$ cat config.mk
export PLATFORM = sky130hd
export DESIGN_NAME = alarm_ctrl
export DESIGN_NICKNAME = d
export VERILOG_FILES = /design/src/rtl/alarm_ctrl.sv
export SDC_FILE = /design/constraint.sdc
export NUM_CORES = 1
export LEC_CHECK = 0
export CAP_MARGIN = 10
export CORE_MARGIN = 1.5
export CORE_UTILIZATION = 44
export DETAILED_ROUTE_END_ITERATION = 10
export GPL_TIMING_DRIVEN = 0
export PLACE_DENSITY_LB_ADDON = 0.08
export SLEW_MARGIN = 25
export SYNTH_ARGS = -nofsm -noshare
export SYNTH_HDL_FRONTEND = slang
export SYNTH_SLANG_ARGS = --single-unit
$ cat constraint.sdc
create_clock -name clk -period 2.2 [get_ports clk]
set_clock_uncertainty 0.2 [all_clocks]
set_input_delay 0.44 -clock clk [delete_from_list [all_inputs] [get_ports clk]]
set_output_delay 0.44 -clock clk [all_outputs]
set_load 0.01 [all_outputs]
$ cat src/rtl/alarm_ctrl.sv
// alarm_ctrl: alarm-time storage, alarm match against the time-of-day
// counter, and the IDLE / RING / SNOOZE sequencing that drives the buzzer.
// All outputs are registered; the next-state logic is purely combinational.
module alarm_ctrl #(
    parameter int SNOOZE_MIN     = 9,
    parameter int RING_TIMEOUT_S = 60,
    parameter int MAX_SNOOZE     = 3
) (
    input  logic       clk,
    input  logic       reset,
    input  logic       ena,
    input  logic [7:0] hh,
    input  logic [7:0] mm,
    input  logic [7:0] ss,
    input  logic       pm,
    input  logic       arm,
    input  logic       set_alarm,
    input  logic [7:0] set_hh,
    input  logic [7:0] set_mm,
    input  logic       set_pm,
    input  logic       snooze,
    input  logic       stop,
    output logic [7:0] al_hh,
    output logic [7:0] al_mm,
    output logic       al_pm,
    output logic       ringing,
    output logic       snoozing,
    output logic       buzz,
    output logic [2:0] snooze_left,
    output logic       load_err
);

    typedef enum logic [1:0] {
        ST_IDLE   = 2'd0,
        ST_RING   = 2'd1,
        ST_SNOOZE = 2'd2
    } state_t;

    localparam logic [15:0] SNZ_LOAD   = 16'(SNOOZE_MIN * 60);
    localparam logic [7:0]  RING_LIMIT = 8'(RING_TIMEOUT_S);
    localparam logic [2:0]  SNZ_MAX    = 3'(MAX_SNOOZE);

    state_t      state_r;
    state_t      state_n_s;
    logic [7:0]  ring_tmr_r;
    logic [7:0]  ring_tmr_n_s;
    logic [15:0] snz_cnt_r;
    logic [15:0] snz_cnt_n_s;
    logic        beep_r;
    logic        beep_n_s;
    logic [2:0]  snz_left_n_s;
    logic        set_ok_s;
    logic        match_s;

    // A 12-hour clock time is legal when the hour is 1..12 and minute 0..59.
    function automatic logic time_ok(input logic [7:0] h, input logic [7:0] m);
        return (h >= 8'd1) && (h <= 8'd12) && (m <= 8'd59);
    endfunction

    // Validate the requested alarm time and detect the once-per-day alarm match.
    always_comb begin
        set_ok_s = time_ok(set_hh, set_mm);
        match_s  = ena && arm && (hh == al_hh) && (mm == al_mm) &&
                   (ss == 8'd0) && (pm == al_pm);
    end

    // Next-state logic; branch order encodes the arm > set > stop > snooze > tick priority.
    always_comb begin
        state_n_s    = state_r;
        ring_tmr_n_s = ring_tmr_r;
        snz_cnt_n_s  = snz_cnt_r;
        beep_n_s     = beep_r;
        snz_left_n_s = snooze_left;
        if (!arm) begin
            state_n_s    = ST_IDLE;
            ring_tmr_n_s = 8'd0;
            snz_cnt_n_s  = 16'd0;
            beep_n_s     = 1'b0;
            snz_left_n_s = SNZ_MAX;
        end else if (set_alarm) begin
            // A rejected load leaves the sequencer frozen for this cycle.
            if (set_ok_s) begin
                state_n_s    = ST_IDLE;
                ring_tmr_n_s = 8'd0;
                snz_cnt_n_s  = 16'd0;
                beep_n_s     = 1'b0;
                snz_left_n_s = SNZ_MAX;
            end else begin
                state_n_s = state_r;
            end
        end else if (stop && (state_r != ST_IDLE)) begin
            state_n_s    = ST_IDLE;
            ring_tmr_n_s = 8'd0;
            snz_cnt_n_s  = 16'd0;
            beep_n_s     = 1'b0;
            snz_left_n_s = SNZ_MAX;
        end else begin
            case (state_r)
                ST_IDLE: begin
                    if (match_s) begin
                        state_n_s    = ST_RING;
                        ring_tmr_n_s = 8'd0;
                        beep_n_s     = 1'b1;
                    end else begin
                        state_n_s = ST_IDLE;
                    end
                end
                ST_RING: begin
                    if (snooze && (snooze_left != 3'd0)) begin
                        state_n_s    = ST_SNOOZE;
                        snz_left_n_s = snooze_left - 3'd1;
                        snz_cnt_n_s  = SNZ_LOAD;
                        ring_tmr_n_s = 8'd0;
                        beep_n_s     = 1'b0;
                    end else if (ena) begin
                        if ((ring_tmr_r + 8'd1) == RING_LIMIT) begin
                            state_n_s    = ST_IDLE;
                            ring_tmr_n_s = 8'd0;
                            beep_n_s     = 1'b0;
                            snz_left_n_s = SNZ_MAX;
                        end else begin
                            ring_tmr_n_s = ring_tmr_r + 8'd1;
                            beep_n_s     = ~beep_r;
                        end
                    end else begin
                        state_n_s = ST_RING;
                    end
                end
                ST_SNOOZE: begin
                    if (ena) begin
                        if (snz_cnt_r <= 16'd1) begin
                            state_n_s    = ST_RING;
                            snz_cnt_n_s  = 16'd0;
                            ring_tmr_n_s = 8'd0;
                            beep_n_s     = 1'b1;
                        end else begin
                            snz_cnt_n_s = snz_cnt_r - 16'd1;
                        end
                    end else begin
                        state_n_s = ST_SNOOZE;
                    end
                end
                default: begin
                    state_n_s    = ST_IDLE;
                    ring_tmr_n_s = 8'd0;
                    snz_cnt_n_s  = 16'd0;
                    beep_n_s     = 1'b0;
                    snz_left_n_s = SNZ_MAX;
                end
            endcase
        end
    end

    // State, counters, alarm registers and registered outputs.
    always_ff @(posedge clk) begin
        if (!reset) begin
            state_r     <= ST_IDLE;
            ring_tmr_r  <= 8'd0;
            snz_cnt_r   <= 16'd0;
            beep_r      <= 1'b0;
            al_hh       <= 8'd7;
            al_mm       <= 8'd0;
            al_pm       <= 1'b0;
            ringing     <= 1'b0;
            snoozing    <= 1'b0;
            buzz        <= 1'b0;
            snooze_left <= SNZ_MAX;
            load_err    <= 1'b0;
        end else begin
            state_r     <= state_n_s;
            ring_tmr_r  <= ring_tmr_n_s;
            snz_cnt_r   <= snz_cnt_n_s;
            beep_r      <= beep_n_s;
            ringing     <= (state_n_s == ST_RING);
            snoozing    <= (state_n_s == ST_SNOOZE);
            buzz        <= (state_n_s == ST_RING) && beep_n_s;
            snooze_left <= snz_left_n_s;
            load_err    <= set_alarm && !set_ok_s;
            // Alarm registers follow any legal load, armed or not.
            if (set_alarm && set_ok_s) begin
                al_hh <= set_hh;
                al_mm <= set_mm;
                al_pm <= set_pm;
            end
        end
    end

endmodule

==> results of run 1 <==
==> registers in the layout, indices dropped and copies added, names as in the netlist <==
name / cells
snz_cnt_r: 16
al_hh: 8
al_mm: 8
ring_tmr_r: 8
snooze_left: 3
state_r: 2
al_pm: 1
beep_r: 1
buzz: 1
load_err: 1
ringing: 1
snoozing: 1
==> final timing paths <==
check,startpoint,endpoint,slack [ns],depth (start not counted)
hold / removal,set_hh[0],al_hh[0],0.23,3
hold reg to reg,ring_tmr_r[7],ring_tmr_r[7],0.29,1
setup / recovery,snz_cnt_r[11],snz_cnt_r[0],-0.1,9
setup reg to reg,snz_cnt_r[11],snz_cnt_r[0],-0.1,9
==> per-layer routing <==
| metal | share of wire [%] | GRT usage (%) | wire length (um) | vias to the layer above |
|---|---|---|---|---|
| met5 | 0 | 0 | 0 | - |
| met4 | 1.3 | 6.55 | 104 | 0 |
| met3 | 3.9 | 4.27 | 303 | 11 |
| met2 | 53 | 42.5 | 4130 | 63 |
| met1 | 42 | 28.5 | 3320 | 1314 |
| li1 | - | - | - | 1367 |
==> cells in the mapped netlist (2+ instances only) <==
master,n
dfxtp_1,51
nand2_1,40
nor2_1,28
xor2_1,20
nand3_1,14
a21oi_1,13
nor4_1,13
and3_1,12
o21ai_0,11
ha_1,10
inv_1,10
nor3_1,10
o21ai_1,10
a21boi_0,8
and2_1,6
clkbuf_1,6
xnor2_1,6
nand4_1,5
o31ai_1,5
a32o_1,4
or3_1,4
nand2b_1,3
a22o_1,2
a31oi_1,2
buf_2,2
nand3b_1,2
nor3b_1,2
or4_1,2
==> power by group through the flow <==
stage	Sequential (mW)	Combinational [mW]	Clock [mW]
finish	0.924	0.185	0.567
CTS	0.925	0.180	0.572
detailed placement	0.948	0.163	0
global placement	0.947	0.161	0
global route	0.924	0.199	0.613
floorplan	0.948	0.0504	0
==> area by class of cell <==
cell class                 count  area (sq um)  area share (%)
tap                           75          93.8            2.24
timing repair buffer          95           917            21.9
inverter                      10          37.5           0.898
multi-input combinational    256          1960            47.0
buffer                         6          38.8           0.928
clock inverter                 3          25.0           0.599
sequential                    51          1040            24.8
clock buffer                   5          68.8            1.65
==> through the flow <==
| step | setup TNS (ns) | util (%) | instance area (sq um) |
|---|---|---|---|
| floorplan | 0 | - | 2700 |
| global placement | -23.53 | 59.2 | 3510 |
| detailed placement | -23.77 | 59.2 | 3510 |
| CTS | -0.315 | 67.0 | 3970 |
| global route | -3.10 | 70.6 | 4180 |
| finish | -0.717 | 70.6 | 4180 |
==> kinds of logic after synthesis <==
family | after synthesis | synth area share [%]
AO/OA/AOI/OAI | 66 | 16.1
XOR/XNOR | 26 | 8.44
adder cells (fa/ha/maj) | 10 | 4.64
buffers and inverters | 19 | 2.88
flip-flops | 51 | 37.8
AND/OR/NAND/NOR | 153 | 30.1
==> worst min-delay path: cells and delay by family <==
kind | cells | cell delay [ns]
and+or+nand+nor | 2 | 0.14
buffers and inverters | 1 | 0.13
==> repair_timing <==
| action | 4_1_cts | 5_1_grt |
|---|---|---|
| pin swaps | 41 | 38 |
| setup buffers | 15 | 8 |
| gates resized for setup | 77 | 41 |
| cloned | 2 | 0 |
| setup endpoints to repair | 43 | 38 |
| hold buffers | 0 | 0 |
==> metrics.txt, run 1 <==
status=finished, violations left; failing checks=setup timing; worst slew pin tran=approximately 0.56 ns; slowest cell on the critical path=or4_4; leakage power=1.69 nW; MaxCap Viol Count=0; sequential fraction of the synthesis area=a little under two fifths; most frequent cells in the layout=49 x clkdlybuf4s50_1, 43 x dfxtp_1, 35 x nand2_1; Net Sw Power=0.424 mW; switching share of total power=approximately a quarter; area growth from synthesis to layout=55.0%; fin nets=between 400 and 500; Core Region=0.00592 sq mm; WHS=0.229 ns; die area=between 0.006 and 0.007 sq mm; DP Worst Slack=-0.701 ns; dpl cells=around 470; WP buf/inv=2; port bufs=71; Clock Pin Slew Worst Setup and Hold Paths=roughly 0.1 ns; final cell count without fillers=roughly 500; I/O Pins=73; share of the synthesized area in the top cell type=between 30% and 40%; DIE WIDTH=around 81 um; slowest stage delay, CP=about 0.55 ns; worst endpoint data arrival time=~2.3 ns; count of flip-flops with a built-in enable after synthesis=0; CP Capture Type=register; DR vias=about 2800; Die H=between 80 and 90 um; post-route antenna net violation count=0; gr usage total=23.6%; critical path required time=between 2 and 2.5 ns; Setup crit start kind=register; sequential power share=between 50% and 60%; Synthesis Warnings=0; share of layout cells above drive strength 1=between 20% and 30%; dominant cell type by area after synthesis=dfxtp_1; DRC=0; CTS tree=yes; CP Cell Sequence=or4_4 -> nor4_4 -> nand2_2 -> nand4_1 -> buf_6 -> buf_6 -> nor3_2 -> a21oi_1 -> nor2_1; FMAX=~0.44 GHz; synth unique cells=52; drt initial violations=117; crit path setup slack, layout=-0.0972 ns; VDD IR-drop max=~320 uV; Top delay family on crit path=simple AND/OR/NAND/NOR gates; final hold vios=0; Comb power frac=11.0%; synthesized area=0.00270 sq mm; WS Path Type=register to register; fin crit share=104%; Sinks on Clock Net=51; final WL=7.86 mm; internal power=about 1.3 mW; Detailed Routing Iterations Pass 1=4; antenna cells=0; Std-Cell Rows=28; asr flop ratio synth=0%; Yosys reg bits=slightly above 50; Mapped Nets=between 300 and 400; Final Setup Violations=15; Final min period=2.30 ns; Slew headroom=a little over three fifths; Main synth FF type=dfxtp_1; wire per inst=approximately 16 um; first-pass GRT wire length=12.1 mm; clock network power share=~34%; vias in the first global route=approximately 2600; Max H-tree Level=2; total chip power=between 1.5 and 2 mW; placed wire-length estimate=roughly 5.2 mm; CP dominant cell by count=buf_6; unrepaired setup endpoints after global routing=true; CTS Buffer Depth=2; power per cell area=around 400 mW/mm^2; Initial Util=a little under half; Synth Area per Inst=8.30 sq um; final slew viol count=0; Synth Instances=325; clk_lat worst skew=approximately 0.31 ns; CTS Buf Count=5; commonest non-fill, non-tap cell in the layout=clkdlybuf4s50_1; Filler cells=about 490; initial antenna violation count=0; top post-synthesis cells by area=dfxtp_1 38%, xor2_1 6.5%, nand2_1 5.6%; Root Buffer=clkbuf_8; grt total ovfl=0; largest net degree at the start of global routing=18; Final Wtd Congestion=0.792; Hold Crit Class=input pin to register; vias per cell=5.50; worst-path fanout max=5
Note: power is estimated with default switching activity, not from simulation.
==> run 2, diff against run 1 <==
Settings changed: CORE_UTILIZATION 44 to 25.
==> run 2 against run 1 <==
Effect of this change:
- the run still ends with setup timing left
- die area grew 73%
- sequential power hardly changed
- first-iteration DRC count rose by 8.5%
- global-route usage fell by 8.4 points
- sequential cell count unchanged
- setup slack improved by 0.0050 ns
==> metrics.txt, run 2 (synthesis results as in run 1) <==
Std-Cell Rows=37 (was 28); DR vias=2632 (was 2755); Core Util, Final=40.3% (was 70.6%); final WL=8.14 mm (was 7.86 mm); drt initial violations=127 (was 117); die area=0.0114 sq mm (was 0.00661 sq mm); power per cell area=407 mW/mm^2 (was 401 mW/mm^2); Core Region=0.0104 sq mm (was 0.00592 sq mm); failing checks=setup timing (unchanged); R2R cell count=7 (was 9); initial antenna violation count=0 (unchanged); worst hold stages=3 (unchanged); clk_lat worst skew=0.30 ns (was 0.31 ns); Top reg by flops=snz_cnt_r (unchanged); WP buf/inv=1 (was 2); leakage power=1.64 nW (was 1.69 nW); Hold Crit Class=input pin to register (unchanged); Setup crit start kind=register (unchanged); Hold EP=al_mm[5] (was al_hh[0]); slowest cell on the critical path=or4_4 (unchanged); Max H-tree Level=2 (unchanged); CP Cell Sequence=or4_4 -> nor4_4 -> nand2_2 -> nand4_1 -> buf_6 -> o21ai_1 -> a32o_1 (was or4_4 -> nor4_4 -> nand2_2 -> nand4_1 -> buf_6 -> buf_6 -> nor3_2 -> a21oi_1 -> nor2_1); Sinks on Clock Net=51 (unchanged); met1 Track Usage GR=18.5% (was 28.5%); internal power=1.30 mW (was 1.25 mW); Final Wtd Congestion=0.751 (was 0.792); antenna cells=0 (unchanged); reg2reg start=snz_cnt_r[11] (unchanged); critical path required time=2.20 ns (was 2.21 ns); final hold vios=0 (unchanged); Die H=107 um (was 81.3 um); Final Setup Violations=19 (was 15); Largest register FFs=16 (unchanged); Slew headroom=65.2% (was 62.7%); FMAX=0.436 GHz (was 0.435 GHz); WS Path Type=register to register (unchanged); slowest stage delay, CP=0.55 ns (about the same); WHS=0.222 ns (was 0.229 ns); sequential power share=54.1% (was 55.1%); unrepaired setup endpoints after global routing=true (unchanged); Final min period=2.29 ns (was 2.30 ns); CP Capture Type=register (unchanged); worst endpoint data arrival time=2.30 ns (was 2.31 ns); switching share of total power=23.5% (was 25.3%); placed wire-length estimate=5.92 mm (was 5.22 mm); largest net degree at the start of global routing=15 (was 18); area growth from synthesis to layout=55.5% (was 55.0%); crit path setup slack, layout=-0.0922 ns (was -0.0972 ns); worst slew pin tran=0.523 ns (was 0.559 ns); Detailed Routing Iterations Pass 1=4 (unchanged); CTS Buffer Depth=2 (unchanged); Finished Cell Area=0.00420 sq mm (was 0.00418 sq mm); CTS Buf Count=5 (unchanged); share of layout cells above drive strength 1=25.9% (was 26.1%); grt met3 use=2.98% (was 4.27%); total chip power=1.71 mW (was 1.68 mW); I/O Pins=73 (unchanged); Clock Pin Slew Worst Setup and Hold Paths=0.09 ns (was 0.10 ns); Most Crowded Layer GR=met2 (unchanged); reg2reg setup slack=-0.09 ns (was -0.1 ns); placed instance area=0.00358 sq mm (was 0.00351 sq mm); most frequent cells in the layout=42 x dfxtp_1, 42 x clkdlybuf4s50_1, 35 x nand2_1 (was 49 x clkdlybuf4s50_1, 43 x dfxtp_1, 35 x nand2_1); VDD IR-drop max=238 uV (was 325 uV); vias in the first global route=2783 (was 2643); post-route antenna net violation count=0 (unchanged); vias per cell=4.73 (was 5.50); final slew viol count=0 (unchanged); MaxCap Viol Count=0 (unchanged); DIE WIDTH=107 um (was 81.3 um); Comb power frac=10.5% (was 11.0%); port bufs=71 (unchanged); fin crit share=104% (about the same); wire per inst=14.6 um (was 15.7 um); capturing point of the worst reg2reg path=snz_cnt_r[9] (was snz_cnt_r[0]); Top delay family on crit path=simple AND/OR/NAND/NOR gates (unchanged); worst-path fanout max=5 (unchanged); fin nets=479 (was 484); grt total ovfl=0 (unchanged); DRC=0 (unchanged); routing usage on met2=27.2% (was 42.5%); clock network power share=35.4% (was 33.8%); Filler cells=1101 (was 485); Initial Util=25.9% (was 45.6%); CTS tree=yes (unchanged); first-pass GRT wire length=13.8 mm (was 12.1 mm); Root Buffer=clkbuf_8 (unchanged); Net Sw Power=0.402 mW (was 0.424 mW); gr usage total=15.2% (was 23.6%); status=finished, violations left (unchanged); Hold Crit Start=set_mm[5] (was set_hh[0])
[run 2: cell count changes in the layout (fill, tap and decap cells not counted), moves of 2 or more]
cell,before,now
clkdlybuf4s50_1,49,42
dlygate4sd2_1,14,23
buf_4,20,15
o21ai_0,7,5
o21ai_2,7,5
nor2_2,5,8
dlymetal6s2s_1,8,5
clkinv_4,2,0
o21ai_1,8,12
nor2_1,22,18
clkbuf_8,5,7
[run 2: metrics by stage]
step,setup slack (ns),TNS [ns],instances
2_1_floorplan,0.000556,0,325
3_3_place_gp,-0.804,-28.24,532
3_5_place_dp,-0.809,-27.94,532
4_1_cts,-0.0953,-0.736,555
5_1_grt,-0.205,-4.14,557
6_report,-0.0922,-0.820,557
[run 2: cell type report]
class | instances | area [sq um] | share of cell area (%)
tap | 136 | 170 | 4.06
sequential | 51 | 1040 | 24.7
buffer | 6 | 38.8 | 0.925
multi-input combinational | 256 | 1970 | 46.9
clock buffer | 8 | 100 | 2.39
inverter | 10 | 37.5 | 0.895
timing repair buffer | 90 | 846 | 20.2
[run 2: metal layers]
metal	part of all wire (%)	up-vias
li1	-	1356
met1	45	1234
met2	51	37
met3	3.0	5
met4	1.1	0
met5	0	-
[run 2: what timing repair did]
action	4_1_cts	5_1_grt
setup endpoints to repair	49	40
hold buffers	0	0
buffers inserted	16	2
pin swaps	40	21
gates resized for setup	87	45
cloned	3	0
[run 2: worst reg2reg max path, cell delays in order, from the launching register on]
cell and delay (ns):
dfxtp_2 0.33, or4_4 0.55, nor4_4 0.30, nand2_2 0.12
nand4_1 0.21, buf_6 0.16, o21ai_1 0.07, a32o_1 0.24
[run 2: worst max-delay path by stage]
stage | start | to | slack [ns] | depth (start not counted)
2_1_floorplan | snooze_left[0] | snz_cnt_r[7] | 0.0006 | 10
3_3_place_gp | set_mm[6] | snz_cnt_r[7] | -0.80 | 9
3_5_place_dp | set_hh[0] | ring_tmr_r[6] | -0.81 | 7
4_1_cts | set_hh[0] | ring_tmr_r[7] | -0.1 | 7
5_1_grt | snz_cnt_r[11] | buzz | -0.21 | 8
6_report | snz_cnt_r[11] | snz_cnt_r[9] | -0.09 | 7
[run 2: power groups by stage]
stage,sequential [mW],clock (mW),combinational [mW]
final,0.923,0.604,0.179
after floorplan,0.948,0,0.0504
after detailed placement,0.948,0,0.166
after global placement,0.948,0,0.166
after global routing,0.924,0.670,0.196
after CTS,0.923,0.629,0.170
==> run 3, diff against run 2 <==
Clock period 2.2 ns to 2.5 ns, I/O delays scaled along.
==> run 3 against run 2 <==
Effect of this change:
- the run now ends clean
- final cell count shrank 2.2%
- combinational power down 11%
- sequential cell count unchanged
- via count down 1.9%
- routed wire length shrank 4.4%
- hold slack improved by 0.048 ns
- sequential power down 12%
- non-clock buffer count fell by 11
- setup slack improved by 0.20 ns
- final area is 5.5% lower
- register-to-register slack better by 0.20 ns
- die area unchanged
- largest cell class unchanged
==> metrics.txt, run 3 (synthesis results as in run 1) <==
worst endpoint data arrival time=2.40 ns (was 2.30 ns); clk_lat worst skew=0.31 ns (was 0.30 ns); placed wire-length estimate=5.90 mm (was 5.92 mm); CTS Buffer Depth=2 (unchanged); fin crit share=a little over nine tenths; Root Buffer=clkbuf_8 (unchanged); Final min period=2.39 ns; area growth from synthesis to layout=46.9% (was 55.5%); die area=0.0114 sq mm (unchanged); Largest register FFs=16 (unchanged); most frequent cells in the layout=60 x clkdlybuf4s50_1, 49 x dfxtp_1, 39 x nand2_1 (was 42 x dfxtp_1, 42 x clkdlybuf4s50_1, 35 x nand2_1); Top reg by flops=snz_cnt_r (unchanged); CTS Buf Count=5 (unchanged); MaxCap Viol Count=0 (unchanged); status=finished, final reports clean (was finished, violations left); CP Capture Type=register (unchanged); final slew viol count=0 (unchanged); gr usage total=14.2% (was 15.2%); area of the multi-input gates=0.00177 sq mm (was 0.00197 sq mm); VDD IR-drop max=211 uV (was 238 uV); DRC=0 (unchanged); # hold bufs at CTS=0 (unchanged); fin nets=467 (was 479); crit path setup slack, layout=0.109 ns (was -0.0922 ns); routing usage on met2=24.3% (was 27.2%); DR vias=2583 (was 2632); unrepaired setup endpoints after global routing=false (was true); storage element area=0.00102 sq mm (was 0.00104 sq mm); Sinks on Clock Net=51 (unchanged); Setup crit start kind=input pin (was register); slowest stage delay, CP=0.41 ns (was 0.55 ns); initial antenna violation count=0 (unchanged); port bufs=71 (unchanged); Clock Pin Slew Worst Setup and Hold Paths=0.09 ns (about the same); grt met3 use=2.92% (was 2.98%); reg2reg start=snz_cnt_r[10] (was snz_cnt_r[11]); Hold Crit Class=register to register (was input pin to register); I/O Pins=73 (unchanged); Most Crowded Layer GR=met2 (unchanged); met1 Track Usage GR=18.0% (was 18.5%); grt total ovfl=0 (unchanged); share of layout cells above drive strength 1=12.2% (was 25.9%); Std-Cell Rows=37 (unchanged); WHS=0.270 ns (was 0.222 ns); Final Setup Violations=0 (was 19); commonest non-fill, non-tap cell in the layout=clkdlybuf4s50_1; worst slew pin tran=0.504 ns (was 0.523 ns); largest net degree at the start of global routing=16 (was 15); Detailed Routing Iterations Pass 1=4 (unchanged); Max H-tree Level=2 (unchanged); FMAX=0.418 GHz; vias per cell=4.74 (was 4.73); worst-path fanout max=10 (was 5); Core Region=0.0104 sq mm (unchanged); Initial Util=25.9% (unchanged); CTS tree=yes (unchanged); final hold vios=0 (unchanged); Die H=107 um (unchanged); WS Path Type=input pin to register (was register to register); drt initial violations=68 (was 127); post-route antenna net violation count=0 (unchanged); leakage power=1.58 nW (was 1.64 nW); critical path required time=2.51 ns (was 2.20 ns); final WL=7.78 mm (was 8.14 mm); DP Worst Slack=-0.812 ns (was -0.809 ns); DIE WIDTH=107 um (unchanged); first-pass GRT wire length=12.6 mm (was 13.8 mm); Filler cells=1089 (was 1101); Slew headroom=66.4% (was 65.2%); CP Cell Sequence=clkdlybuf4s50_1 -> nor4_2 -> and4_4 -> nand3_4 -> o31a_1 -> clkbuf_4 -> nor4_4 -> xnor2_1 -> nor2_1 (was or4_4 -> nor4_4 -> nand2_2 -> nand4_1 -> buf_6 -> o21ai_1 -> a32o_1); vias in the first global route=2505 (was 2783); Hold Crit Start=ring_tmr_r[7] (was set_mm[5]); slowest cell on the critical path=clkdlybuf4s50_1 (was or4_4); antenna cells=0 (unchanged); power per cell area=419 mW/mm^2 (was 407 mW/mm^2); Worst Setup SP=set_hh[7] (was snz_cnt_r[11]); wire per inst=14.3 um (was 14.6 um); Final Wtd Congestion=0.716 (was 0.751)
==> run 3: cell types whose count changed in the layout (fill, tap and decap cells not counted), sizes merged <==
cell	before	now
buf	22	9
nand2	42	41
bufinv	0	2
dlymetal6s2s	5	11
clkdlybuf4s15	1	0
clkdlybuf4s50	42	60
dlygate4sd2	23	0
==> run 3: critical path: cells and delay by family <==
kind | cells | cell delay [ns]
AOI/OAI and AO/OA | 1 | 0.16
and+or+nand+nor | 5 | 0.97
buffers and inverters | 2 | 0.62
xor gates and xnor gates | 1 | 0.15
==> run 3: cell type report <==
class	count	share of cell area (%)
well taps	136	4.29
inverters	10	0.947
plain buffers	8	1.07
multi-input cells	255	44.7
clock inverters	2	1.52
clock buffers	6	1.83
repair buffers	77	19.8
flip-flops and latches	51	25.8
==> run 3: path summary, 6_finish.rpt <==
path	endpoint	slack [ns]	depth (start not counted)
hold reg to reg	ring_tmr_r[7]	0.27	1
hold / removal	ring_tmr_r[7]	0.27	1
setup / recovery	snz_cnt_r[7]	0.11	9
setup reg to reg	ring_tmr_r[3]	0.11	7
==> run 3: through the flow <==
step	TNS (ns)	instance area (sq um)	power [mW]	utilization (%)	cells
CTS	0	3800	1.69	36.5	543
detailed placement	-19.39	3580	0.980	34.4	532
global route	0	3960	1.74	38.0	545
floorplan	0	2700	0.878	-	325
global placement	-18.81	3580	0.980	34.4	532
finish	0	3960	1.66	38.0	545
==> run 3: where the power goes <==
| group | internal, mW | switching [mW] |
|---|---|---|
| sequential | 0.814 | 0.00124 |
| combinational | 0.0894 | 0.0693 |
| clock | 0.400 | 0.287 |
==> run 3: what timing repair did <==
item / in CTS / in global routing
setup buffers: 3 / 3
resized for setup: 13 / 35
pin swaps: 3 / 14
endpoints found under the setup margin: 27 / 34
==> run 3: per-layer routing <==
| metal | part of all wire, % | wire length, um | vias up |
|---|---|---|---|
| met5 | 0 | 0 | - |
| met4 | 1.1 | 87 | 0 |
| met3 | 2.6 | 206 | 8 |
| met2 | 49 | 3830 | 38 |
| met1 | 47 | 3660 | 1211 |
| li1 | - | - | 1326 |
